<file path="config.mk">
export PLATFORM = sky130hd
export DESIGN_NAME = cache_cmd_scheduler
export DESIGN_NICKNAME = d
export VERILOG_FILES = /design/src/rtl/cache_cmd_scheduler.sv
export SDC_FILE = /design/constraint.sdc
export NUM_CORES = 1
export LEC_CHECK = 0
export CAP_MARGIN = 20
export CORE_UTILIZATION = 51
export DETAILED_ROUTE_END_ITERATION = 6
export DONT_BUFFER_PORTS = 1
export HOLD_SLACK_MARGIN = 0.02
export MAX_ROUTING_LAYER = met4
export PLACE_DENSITY = 0.66
export SLEW_MARGIN = 30
export SYNTH_ARGS = -nofsm -noshare
export SYNTH_HDL_FRONTEND = slang
export SYNTH_SLANG_ARGS = --single-unit
</file>
<file path="constraint.sdc">
create_clock -name clk -period 3.85 [get_ports clk]
set_input_delay 0.77 -clock clk [delete_from_list [all_inputs] [get_ports clk]]
set_output_delay 0.77 -clock clk [all_outputs]
set_load 0.005 [all_outputs]
</file>
<file path="src/rtl/cache_cmd_scheduler.sv">
// Two-port command scheduler in front of a single-outstanding cache: arbitrates
// processor vs snoop requests, issues one cache command at a time, keeps hit/miss stats.
module cache_cmd_scheduler #(
    parameter int ADDR_W     = 32,
    parameter int CNT_W      = 32,
    parameter int STARVE_MAX = 3
) (
    input  logic              clk,
    input  logic              rst_n,
    input  logic              p_valid,
    output logic              p_ready,
    input  logic [3:0]        p_cmd,
    input  logic [ADDR_W-1:0] p_addr,
    input  logic              s_valid,
    output logic              s_ready,
    input  logic [3:0]        s_cmd,
    input  logic [ADDR_W-1:0] s_addr,
    output logic              c_valid,
    output logic [3:0]        c_cmd,
    output logic [ADDR_W-1:0] c_addr,
    input  logic              c_ready,
    input  logic              c_done,
    input  logic              c_hit,
    output logic [CNT_W-1:0]  rd_cnt,
    output logic [CNT_W-1:0]  wr_cnt,
    output logic [CNT_W-1:0]  hit_cnt,
    output logic [CNT_W-1:0]  miss_cnt,
    output logic              stat_print,
    output logic              busy
);

    localparam int SW = (STARVE_MAX < 1) ? 1 : $clog2(STARVE_MAX + 1);
    localparam logic [SW-1:0] STARVE_LIM = SW'(STARVE_MAX);
    localparam logic [CNT_W-1:0] CNT_MAX = '1;

    typedef enum logic [1:0] {
        IDLE,
        ISSUE,
        WAIT
    } state_t;

    state_t            state;
    logic [SW-1:0]     starve_cnt;
    logic              starved;
    logic              grant_p;
    logic              grant_s;
    logic              accept;
    logic [3:0]        req_cmd;
    logic [ADDR_W-1:0] req_addr;
    logic              done_rd;
    logic              done_wr;

    // Snoop normally wins; once the processor has waited STARVE_MAX grants it goes first.
    // Readies are gated by rst_n so nothing looks accepted while reset is held.
    always_comb begin
        starved  = p_valid && (starve_cnt == STARVE_LIM);
        grant_s  = rst_n && (state == IDLE) && s_valid && !starved;
        grant_p  = rst_n && (state == IDLE) && p_valid && !grant_s;
        accept   = grant_s || grant_p;
        req_cmd  = grant_s ? s_cmd : p_cmd;
        req_addr = grant_s ? s_addr : p_addr;
    end

    assign p_ready = grant_p;
    assign s_ready = grant_s;
    assign busy    = (state != IDLE);

    assign done_rd = (c_cmd == 4'd0) || (c_cmd == 4'd2);
    assign done_wr = (c_cmd == 4'd1);

    always_ff @(posedge clk or negedge rst_n) begin
        if (!rst_n) begin
            state      <= IDLE;
            starve_cnt <= '0;
            c_valid    <= 1'b0;
            c_cmd      <= '0;
            c_addr     <= '0;
            rd_cnt     <= '0;
            wr_cnt     <= '0;
            hit_cnt    <= '0;
            miss_cnt   <= '0;
            stat_print <= 1'b0;
        end else begin
            stat_print <= 1'b0;

            if (grant_s && p_valid) begin
                if (starve_cnt != STARVE_LIM) begin
                    starve_cnt <= starve_cnt + 1'b1;
                end
            end else if (grant_p) begin
                starve_cnt <= '0;
            end

            case (state)
                IDLE: begin
                    if (accept) begin
                        if (!req_cmd[3]) begin
                            c_cmd   <= req_cmd;
                            c_addr  <= req_addr;
                            c_valid <= 1'b1;
                            state   <= ISSUE;
                        end else if (req_cmd == 4'd8) begin
                            rd_cnt   <= '0;
                            wr_cnt   <= '0;
                            hit_cnt  <= '0;
                            miss_cnt <= '0;
                        end else if (req_cmd == 4'd9) begin
                            stat_print <= 1'b1;
                        end
                    end
                end
                ISSUE: begin
                    if (c_ready) begin
                        c_valid <= 1'b0;
                        state   <= WAIT;
                    end
                end
                WAIT: begin
                    // Only reads and writes feed the statistics; other commands just retire.
                    if (c_done) begin
                        state <= IDLE;
                        if (done_rd && rd_cnt != CNT_MAX) begin
                            rd_cnt <= rd_cnt + 1'b1;
                        end
                        if (done_wr && wr_cnt != CNT_MAX) begin
                            wr_cnt <= wr_cnt + 1'b1;
                        end
                        if (done_rd || done_wr) begin
                            if (c_hit) begin
                                if (hit_cnt != CNT_MAX) begin
                                    hit_cnt <= hit_cnt + 1'b1;
                                end
                            end else if (miss_cnt != CNT_MAX) begin
                                miss_cnt <= miss_cnt + 1'b1;
                            end
                        end
                    end
                end
                default: begin
                    state <= IDLE;
                end
            endcase
        end
    end

endmodule

</file>
==> flow_summary.toml, run 1 <==
[floorplan]
core.rowCount = 49
die-area_um2 = 19200
start_util_pct = 52.5
die-width_um = 138
die-height_um = 138
core-area_um2 = 18100
io_pins = 248

[power]
pwr-share-seq_pct = 48.5
clock_power_share_pct = 36.0
powerDensity_nw_per_um2 = 475
p_int_w = 0.00331
leakage_nw = 4.35
switching_share_pct = 32.0
ir_drop_mv = 0.328
p_switching_w = 0.00155
power_frac_comb_pct = 15.5

[worst_setup_path]
worst_ep_required_time_ns = 4.21
rr_endpoint = "miss_cnt[15]"
cp-start-kind = "flip-flop"
r2r_slack_ns = 1.05
r2r_start = "state[1]"
arrival_ns = 3.16
worst-r2r-cell-count = 6
crit_type = "reg2reg"
worstPathMaxFanout = 21
critPathCaptureType = "flip-flop"

[timing]
setup_slack_ns = 1.05
setup_viol = 0
skew_ns = 0.0110
slew_violations = 0
whs_ns = 0.0430
worstMarginPinSlew_ns = 0.947
final.setup.tns_ns = 0
relSlewSlack_pct = 36.9
grt_setup_unrepaired = "false"
fmaxAchievable_mhz = 357
timing.final.hold_violations = 0
fin_crit_sh_pct = 72.8
period_needed_ns = 2.80

[clock_tree]
cts_root_buf = "clkbuf_16"
clkLatencyLatePin_ns = 0.43
cts_sinks = 169
cts_buffer_depth = 2
path_clk_slew_ns = 0.07
h-tree-depth = 4
cts_resized = 0
cts-buffers-inserted = 17
cts_tree = "built"

[cells_and_area]
finalNonFillerCells = 1316
drive_above_1_share_pct = 6.62
final_design_area_no_fill_um2 = 10200
antenna_cells = 0
area_delta_synth_final_pct = 7.71
fin_nets = 1159

[min_path]
min-delay-path-class = "in2async"

[outcome]
violations = "design-rule violations"
status = "finished, violations left"

[global_routing]
overflow = 0
antenna_found_initial = 0
gr-usage-all-layers_pct = 29.1
grt_pass1_wl_mm = 43.2
grt_pass1_vias = 8013
grt_max_degree = 145

[flow_run]
cap_violations = 0

[route]
num_vias = 8492
wl_per_cell_um = 20.3
drt-total-wl_mm = 26.7
postRouteAntennaNets = 0
drt_iter0_markers = 619
detail_route.vias_per_cell = 6.45
first_pass_iters = 7
drc_errors = 18

[placed_design]
globalplace.congestion = 0.831
pre_cts_slack_ns = 0.962
placed_cells = 1283
hpwl_mm = 17.9
portBuffers = 0
place_area_um2 = 9610

[logic_synthesis]
synth.largest_area_cell = "dfrtp_1"
synth_edf_count = 0
ys_warn_count = 0
post-synth-top-area-fraction_pct = 44.5
synth_fp_nets = 1192
yosysSeqAreaShare_pct = 44.5
syn_area_um2 = 9500
synthFlopType = "dfrtp_1"
avgSynthCellArea_um2 = 8.57
ys_top_cells_by_area = "dfrtp_1 (45%), o21ai_0 (9.4%), nand2_1 (5.2%), nand3_1 (3.8%), mux2i_1 (3.7%)"
ys_ff_latch = 169
async_reset_ff_share_pct = 100
netlist-cell-type-count = 67
synthCells = 1108
==> cell usage in the layout, fill, tap and decap left out, types with 5 or more instances in the layout <==
cell type  Yosys  final
a21oi_1       47     47
nor4_1         7      7
o21a_1         5      5
and2_1        16     16
a41oi_1        9      9
or3_1          5      5
clkbuf_16      0     17
o31ai_1       38     38
a21o_1        12     12
nand2_1      132    130
a31oi_1       39     39
buf_4          5     12
o21ai_0      178    178
inv_1          8      8
nand3_1       73     73
ha_1           5      5
mux2i_1       35     35
dfrtp_1      169    169
nor3_1        25     25
and4_1        18     18
o21ai_1       10      9
and3_1        26     26
nor2_1        75     74
nand4_1       45     45
==> kinds of logic after synthesis <==
group / count (synthesis) / share of synthesized area, %
other: 1 / 0.0395
adders and majority gates: 5 / 0.659
muxes: 35 / 3.69
and+or+nand+nor: 459 / 24.8
AOI/OAI and AO/OA: 365 / 22.9
buffers and inverters: 74 / 3.35
DFF: 169 / 44.5
==> worst max-delay path by stage <==
stage,from,to,slack (ns),cells after the start
finish,state[1],miss_cnt[15],1.05,6
global route,state[0],miss_cnt[15],0.79,6
CTS,state[0],miss_cnt[15],1.04,6
detailed placement,rst_n,wr_cnt[18],0.96,7
global placement,rst_n,wr_cnt[14],1.06,7
floorplan,rst_n,rd_cnt[29],1.58,7
==> power by group through the flow <==
stage          registers [W]  clock network, W  logic (W)
2_1_floorplan        0.00227                 0   0.000597
3_3_place_gp         0.00239                 0   0.000728
6_report             0.00236           0.00175   0.000755
4_1_cts              0.00236           0.00177   0.000757
3_5_place_dp         0.00238                 0   0.000756
5_1_grt              0.00240           0.00184   0.000865
==> flip-flops by register name, indices dropped and copies added, names as in the netlist <==
| register | flops |
|---|---|
| c_addr | 32 |
| c_cmd | 3 |
| c_valid | 1 |
| hit_cnt | 32 |
| miss_cnt | 32 |
| rd_cnt | 32 |
| starve_cnt | 2 |
| stat_print | 1 |
| state | 2 |
| wr_cnt | 32 |
==> repair_timing <==
item | CTS | global route
endpoints found under the hold margin | 28 | 1
buffers inserted | 0 | 0
hold buffers | 1 | 1
==> critical path, cell delays in order, from the launching register on <==
cell	delay (ns)
dfrtp_1	0.49
and2b_2	0.49
nand2_2	0.29
or3_1	0.54
a21oi_2	0.57
nand4_1	0.16
o211ai_1	0.17
==> layer usage <==
metal / vias up / track usage [%] / share of wire (%)
met1: 4067 / 36.7 / 44
met2: 316 / 45.4 / 47
met5: - / - / 0
met4: 0 / 9.05 / 1.5
li1: 4072 / - / -
met3: 37 / 7.93 / 7.6
==> layout make-up <==
type                    instances  area (µm²)
clock buffers                  22         474
clock inverters                 9         115
fillers                      1614        7860
inverters                       8        30.0
multi-input cells             865        4970
flip-flops and latches        169        4230
well taps                     229         287
repair buffers                 14         120
==> Yosys cell counts (3+ instances only) <==
| cell type | number |
|---|---|
| buf_4 | 5 |
| nand2b_1 | 5 |
| o31ai_1 | 38 |
| a31oi_1 | 39 |
| o21ai_0 | 178 |
| a21o_1 | 12 |
| and4_1 | 18 |
| clkbuf_1 | 43 |
| or3_1 | 5 |
| o211ai_1 | 3 |
| nand4_1 | 45 |
| nor2_1 | 75 |
| buf_2 | 17 |
| o21ai_1 | 10 |
| and3_1 | 26 |
| dfrtp_1 | 169 |
| ha_1 | 5 |
| o21a_1 | 5 |
| inv_1 | 8 |
| mux2i_1 | 35 |
| or2_2 | 3 |
| a21oi_1 | 47 |
| and2_1 | 16 |
| nor4_1 | 7 |
| nand2_2 | 3 |
| nor3_1 | 25 |
| a41oi_1 | 9 |
| nor2b_1 | 3 |
| nand3_1 | 73 |
| or4_1 | 3 |
| nand2_1 | 132 |
==> through the flow <==
stage	total power [W]	utilization, %
2_1_floorplan	0.00286	-
3_3_place_gp	0.00311	53.1
3_5_place_dp	0.00313	53.1
4_1_cts	0.00489	56.5
5_1_grt	0.00510	56.6
6_report	0.00486	56.6
No activity file was read; power rests on OpenSTA's default activity.
==> inputs of run 2 (changes only) <==
Settings changed: PLACE_DENSITY 0.66 to 0.69.
Clock period 3.85 ns to 2.3 ns, I/O delays scaled along.
==> run 2 against run 1 <==
  * Sequential power increased by 63%
  * Critical endpoint is now p_ready
  * First-iteration DRC count is 13% higher
  * The flow finishes with violations (design-rule violations, negative hold slack)
  * Global-route usage is 1.2 points higher
  * Register-to-register slack got worse by 0.91 ns
  * Core utilization rose by 3.6 points
  * Routed wire length up 4.3%
  * Via count up 6.8%
  * Final cell count is 6.2% higher
  * Clock-buffer cell count shrank 2
==> flow_summary.toml, run 2 (synthesis gave the netlist of run 1 again) <==
[outcome]
status = "finished, violations left"
violations = "design-rule violations, negative hold slack"

[power]
clock_power_share_pct = 34.3
p_total_w = 0.00826
powerDensity_nw_per_um2 = 759
p_switching_w = 0.00270
power_frac_comb_pct = 19.2
leakage_nw = 4.77
switching_share_pct = 32.7
pwr-share-seq_pct = 46.5
p_int_w = 0.00556
ir_drop_mv = 0.555

[cells_and_area]
final_common_cell = "o21ai_0"
multi_input_area_um2 = 5010
fillCellCount = 1589
fin_nets = 1240
ff_latch_area_um2 = 4230
drive_above_1_share_pct = 13.9
area_delta_synth_final_pct = 14.6
antenna_cells = 0
final_cell_mix = "o21ai_0 (178), dfrtp_1 (169), nand2_1 (130), buf_4 (91), nor2_1 (74)"

[floorplan]
die-height_um = 138
io_pins = 248
die-width_um = 138
core.rowCount = 49
start_util_pct = 52.5
die-area_um2 = 19200
core-area_um2 = 18100

[clock_tree]
h-tree-depth = 4
cts_root_buf = "clkbuf_16"
clkLatencyLatePin_ns = 0.43
cts_tree = "built"
postCtsSetupRepairBufs = 0
cts-buffers-inserted = 17
cts_sinks = 169
path_clk_slew_ns = 0.07
cts_buffer_depth = 2

[timing]
setup_viol = 0
timing.final.hold_violations = 169
final.setup.tns_ns = 0
skew_ns = 0.00877
fmaxAchievable_mhz = 456
relSlewSlack_pct = 61.3
slew_violations = 0
period_needed_ns = 2.19
whs_ns = -0.281
worstMarginPinSlew_ns = 0.580
fin_crit_sh_pct = 95.3

[route]
drt-total-wl_mm = 27.8
num_vias = 9073
postRouteAntennaNets = 0
detail_route.vias_per_cell = 6.49
drt_iter0_markers = 702
first_pass_iters = 7
wl_per_cell_um = 19.9
drc_errors = 24

[placed_design]
portBuffers = 0
hpwl_mm = 19.3
globalplace.congestion = 0.862

[flow_run]
cap_violations = 0

[global_routing]
overflow = 0
grt_pass1_wl_mm = 45.3
grt_pass1_vias = 8551
gr-usage-all-layers_pct = 30.2
antenna_found_initial = 0
grt_max_degree = 172

[worst_setup_path]
r2r_slack_ns = 0.14
slowest_delay_ns = 0.46
arrival_ns = 1.73
crit_slowest_cell = "dfrtp_1"
cp_top_family = "flip-flops"
worstPathMaxFanout = 7
worst_ep_required_time_ns = 1.84
crit_type = "reg2out"
crit_chain = "nor3b_4, buf_4, nand2_2, inv_1, nor2_1"
critical_path_buf_inv_count = 2
cp-start-kind = "flip-flop"
critPathCaptureType = "output pin"

[min_path]
min-delay-path-class = "in2async"
run 2: worst register-to-register path: cells and delay by family, from the launching register on:
kind	cells	cell delay (ns)
compound gates	2	0.34
flops	1	0.46
buf+inv	1	0.22
simple gates	4	1.06
run 2: final cells by class:
class,instances,share of cell area [%]
multi-input cells,865,46.0
flip-flops and latches,169,38.8
repair buffers,95,7.01
clock buffers,20,4.19
well taps,229,2.63
clock inverters,12,1.06
inverters,8,0.276
run 2: through the flow:
stage               setup WS [ns]  hold WS (ns)  std cells  util (%)  area (µm²)
floorplan                   0.157         0.164       1108         -        9500
global placement            0.153         0.170       1366      56.8       10300
detailed placement         0.0692         0.170       1366      56.8       10300
CTS                        0.0537        -0.291       1398      60.0       10900
global route              -0.0411        -0.293       1398      60.2       10900
finish                      0.107        -0.281       1398      60.2       10900
run 2: timing repair:
item,4_1_cts,5_1_grt
endpoints found under the hold margin,169,169
setup endpoints to repair,3,11
gates resized for setup,1,10
run 2: routing by layer:
metal  track usage, %  part of all wire, %  up-vias
li1                 -                    -     4240
met1             37.4                   41     4386
met2             48.5                   48      405
met3             7.97                  8.8       42
met4             9.11                  1.8        0
met5                -                    0        -
run 2: power groups by stage:
stage | Clock (W) | Sequential (W) | Combinational [W]
after floorplan | 0 | 0.00379 | 0.00100
after detailed placement | 0 | 0.00387 | 0.00159
final | 0.00283 | 0.00384 | 0.00159
after global placement | 0 | 0.00387 | 0.00153
after CTS | 0.00286 | 0.00384 | 0.00159
after global routing | 0.00297 | 0.00390 | 0.00178
run 2: path summary, 6_finish.rpt:
check                              start             to  cells past startpoint
min in group clk                 c_ready       state[0]                      1
max in group asynchronous          rst_n      wr_cnt[1]                      0
min                                rst_n      wr_cnt[3]                      0
max                             state[1]        p_ready                      5
max reg2reg                     state[0]   miss_cnt[25]                      7
min reg2reg                starve_cnt[1]  starve_cnt[1]                      2
==> inputs of run 3 (changes only) <==
Settings changed: PLACE_DENSITY 0.69 to 0.7.
==> run 3 against run 2 <==
  * Sequential power about the same
  * Flip-flop and latch count unchanged
  * Via count decreased by 0.48%
  * Worst setup slack improved by 0.012 ns
  * The flow still finishes with violations (design-rule violations, negative hold slack)
  * Critical endpoint is now hit_cnt[23]
  * Clock-buffer cell count decreased by 3
  * Power increased by 0.93%
  * Core utilization increased by 0.27 points
  * Register-to-register slack got worse by 0.02 ns
==> flow_summary.toml, run 3 (synthesis gave the netlist of run 1 again) <==
[outcome]
status = "finished, violations left"
violations = "design-rule violations, negative hold slack"

[cells_and_area]
drive_above_1_share_pct = 13.7
fin_nets = 1240
final_cell_mix = "o21ai_0 (178), dfrtp_1 (169), nand2_1 (130), buf_4 (86), nor2_1 (74)"
final_design_area_no_fill_um2 = 10900
final_common_cell = "o21ai_0"
utilization_pct = 60.5
area_delta_synth_final_pct = 15.1
antenna_cells = 0

[timing]
skew_ns = 0.0127
timing.final.hold_violations = 169
fmaxAchievable_mhz = 459
grt_setup_unrepaired = "true"
worstMarginPinSlew_ns = 0.718
fin_crit_sh_pct = 94.8
whs_ns = -0.287
setup_viol = 0
slew_violations = 0
relSlewSlack_pct = 51.7
period_needed_ns = 2.18

[floorplan]
die-area_um2 = 19200
start_util_pct = 52.5
core-area_um2 = 18100
die-width_um = 138
core.rowCount = 49
die-height_um = 138
io_pins = 248

[power]
p_switching_w = 0.00284
p_total_w = 0.00834
clock_power_share_pct = 34.4
ir_drop_mv = 0.524
p_int_w = 0.00550
pwr-share-seq_pct = 46.0
switching_share_pct = 34.0
leakage_nw = 4.81
power_frac_comb_pct = 19.6
powerDensity_nw_per_um2 = 762

[worst_setup_path]
r2r_start = "starve_cnt[0]"
critPathCaptureType = "flip-flop"
cp_num_cells = 9
critical_path_buf_inv_count = 2
crit_type = "reg2reg"
crit_start = "starve_cnt[0]"
slowest_delay_ns = 0.41
worst_ep_required_time_ns = 2.65
cp_top_family = "compound AO/OA/AOI/OAI gates"
worstPathMaxFanout = 4
arrival_ns = 2.53
cp_common_cell = "buf_4"
crit_chain = "ha_1, a21bo_2, o2111ai_1, a21oi_4, buf_4, nor2_2, buf_4, a21oi_1, a31oi_1"
worst-r2r-cell-count = 9
cp-start-kind = "flip-flop"
crit_slowest_cell = "dfrtp_1"

[clock_tree]
cts_root_buf = "clkbuf_16"
cts-buffers-inserted = 17
cts_sinks = 169
cts_tree = "built"
postCtsSetupRepairBufs = 0
clkLatencyLatePin_ns = 0.44
h-tree-depth = 4
cts_buffer_depth = 2
path_clk_slew_ns = 0.08

[route]
wl_per_cell_um = 20.0
num_vias = 9029
first_pass_iters = 7
detail_route.vias_per_cell = 6.46
drt-total-wl_mm = 28.0
drt_iter0_markers = 869
postRouteAntennaNets = 0
drc_errors = 22

[placed_design]
place_area_um2 = 10300
globalplace.congestion = 0.869
portBuffers = 0
hpwl_mm = 19.4

[global_routing]
antenna_found_initial = 0
grt_pass1_vias = 8579
gr-usage-all-layers_pct = 30.4
overflow = 0
grt_pass1_wl_mm = 45.3
grt_max_degree = 172

[min_path]
min-delay-path-class = "in2async"

[flow_run]
cap_violations = 0
## run 3: cell types whose count changed in the layout (fill, tap and decap cells not counted), moves of 2 or more
| cell | before | now |
|---|---|---|
| a21oi_1 | 45 | 47 |
| a21oi_2 | 4 | 1 |
| buf_12 | 4 | 8 |
| buf_4 | 91 | 86 |
| clkbuf_8 | 2 | 0 |
| clkinv_2 | 2 | 0 |
| clkinvlp_4 | 3 | 1 |
| inv_8 | 0 | 6 |
| nand3_1 | 71 | 73 |
| nand3_2 | 2 | 0 |
## run 3: layout make-up
cell class	count	area [µm²]
fillers	1587	7150
multi-input cells	865	4990
flip-flops and latches	169	4230
repair buffers	95	821
clock buffers	17	425
well taps	229	287
clock inverters	15	153
inverters	8	30.0
## run 3: through the flow
step           hold WS [ns]  setup slack, ns   TNS, ns  cells
2_1_floorplan         0.164            0.157         0   1108
3_3_place_gp          0.169           0.0783         0   1366
3_5_place_dp          0.168            0.124         0   1366
4_1_cts              -0.298           0.0655         0   1398
5_1_grt              -0.306         -0.00109  -0.00109   1398
6_report             -0.287            0.119         0   1398
## run 3: what timing repair did
item                                    4_1_cts  5_1_grt
gates resized for setup                       1        9
endpoints found under the setup margin        1       38
pin swaps                                     0        2
hold endpoints to repair                    169      169
## run 3: per-layer routing
| layer | vias up | GRT usage [%] | wire (µm) |
|---|---|---|---|
| met3 | 34 | 7.03 | 2330 |
| met2 | 398 | 49.5 | 13500 |
| li1 | 4240 | - | - |
| met5 | - | - | 0 |
| met4 | 0 | 8.46 | 431 |
| met1 | 4357 | 38.0 | 11700 |
## run 3: worst register-to-register path, delay by kind of cell, from the launching register on
kind                     cells  cell delay, ns
AO/OA/AOI/OAI                5            0.98
flip-flops                   1            0.41
adder cells (fa/ha/maj)      1            0.24
buffers and inverters        2            0.32
AND/OR/NAND/NOR              1            0.15
## run 3: path summary, 6_finish.rpt
check	endpoint	slack (ns)
max	hit_cnt[23]	0.12
min	rd_cnt[9]	-0.29
max reg2reg	hit_cnt[23]	0.12
min reg2reg	starve_cnt[1]	0.51
max in group asynchronous	hit_cnt[6]	2.40
min in group clk	state[0]	0.13
## run 3: power groups by stage
stage | Sequential [W] | Clock, W | Combinational, W
detailed placement | 0.00388 | 0 | 0.00162
CTS | 0.00383 | 0.00289 | 0.00162
global placement | 0.00388 | 0 | 0.00156
global route | 0.00389 | 0.00302 | 0.00183
finish | 0.00383 | 0.00287 | 0.00164
floorplan | 0.00379 | 0 | 0.00100
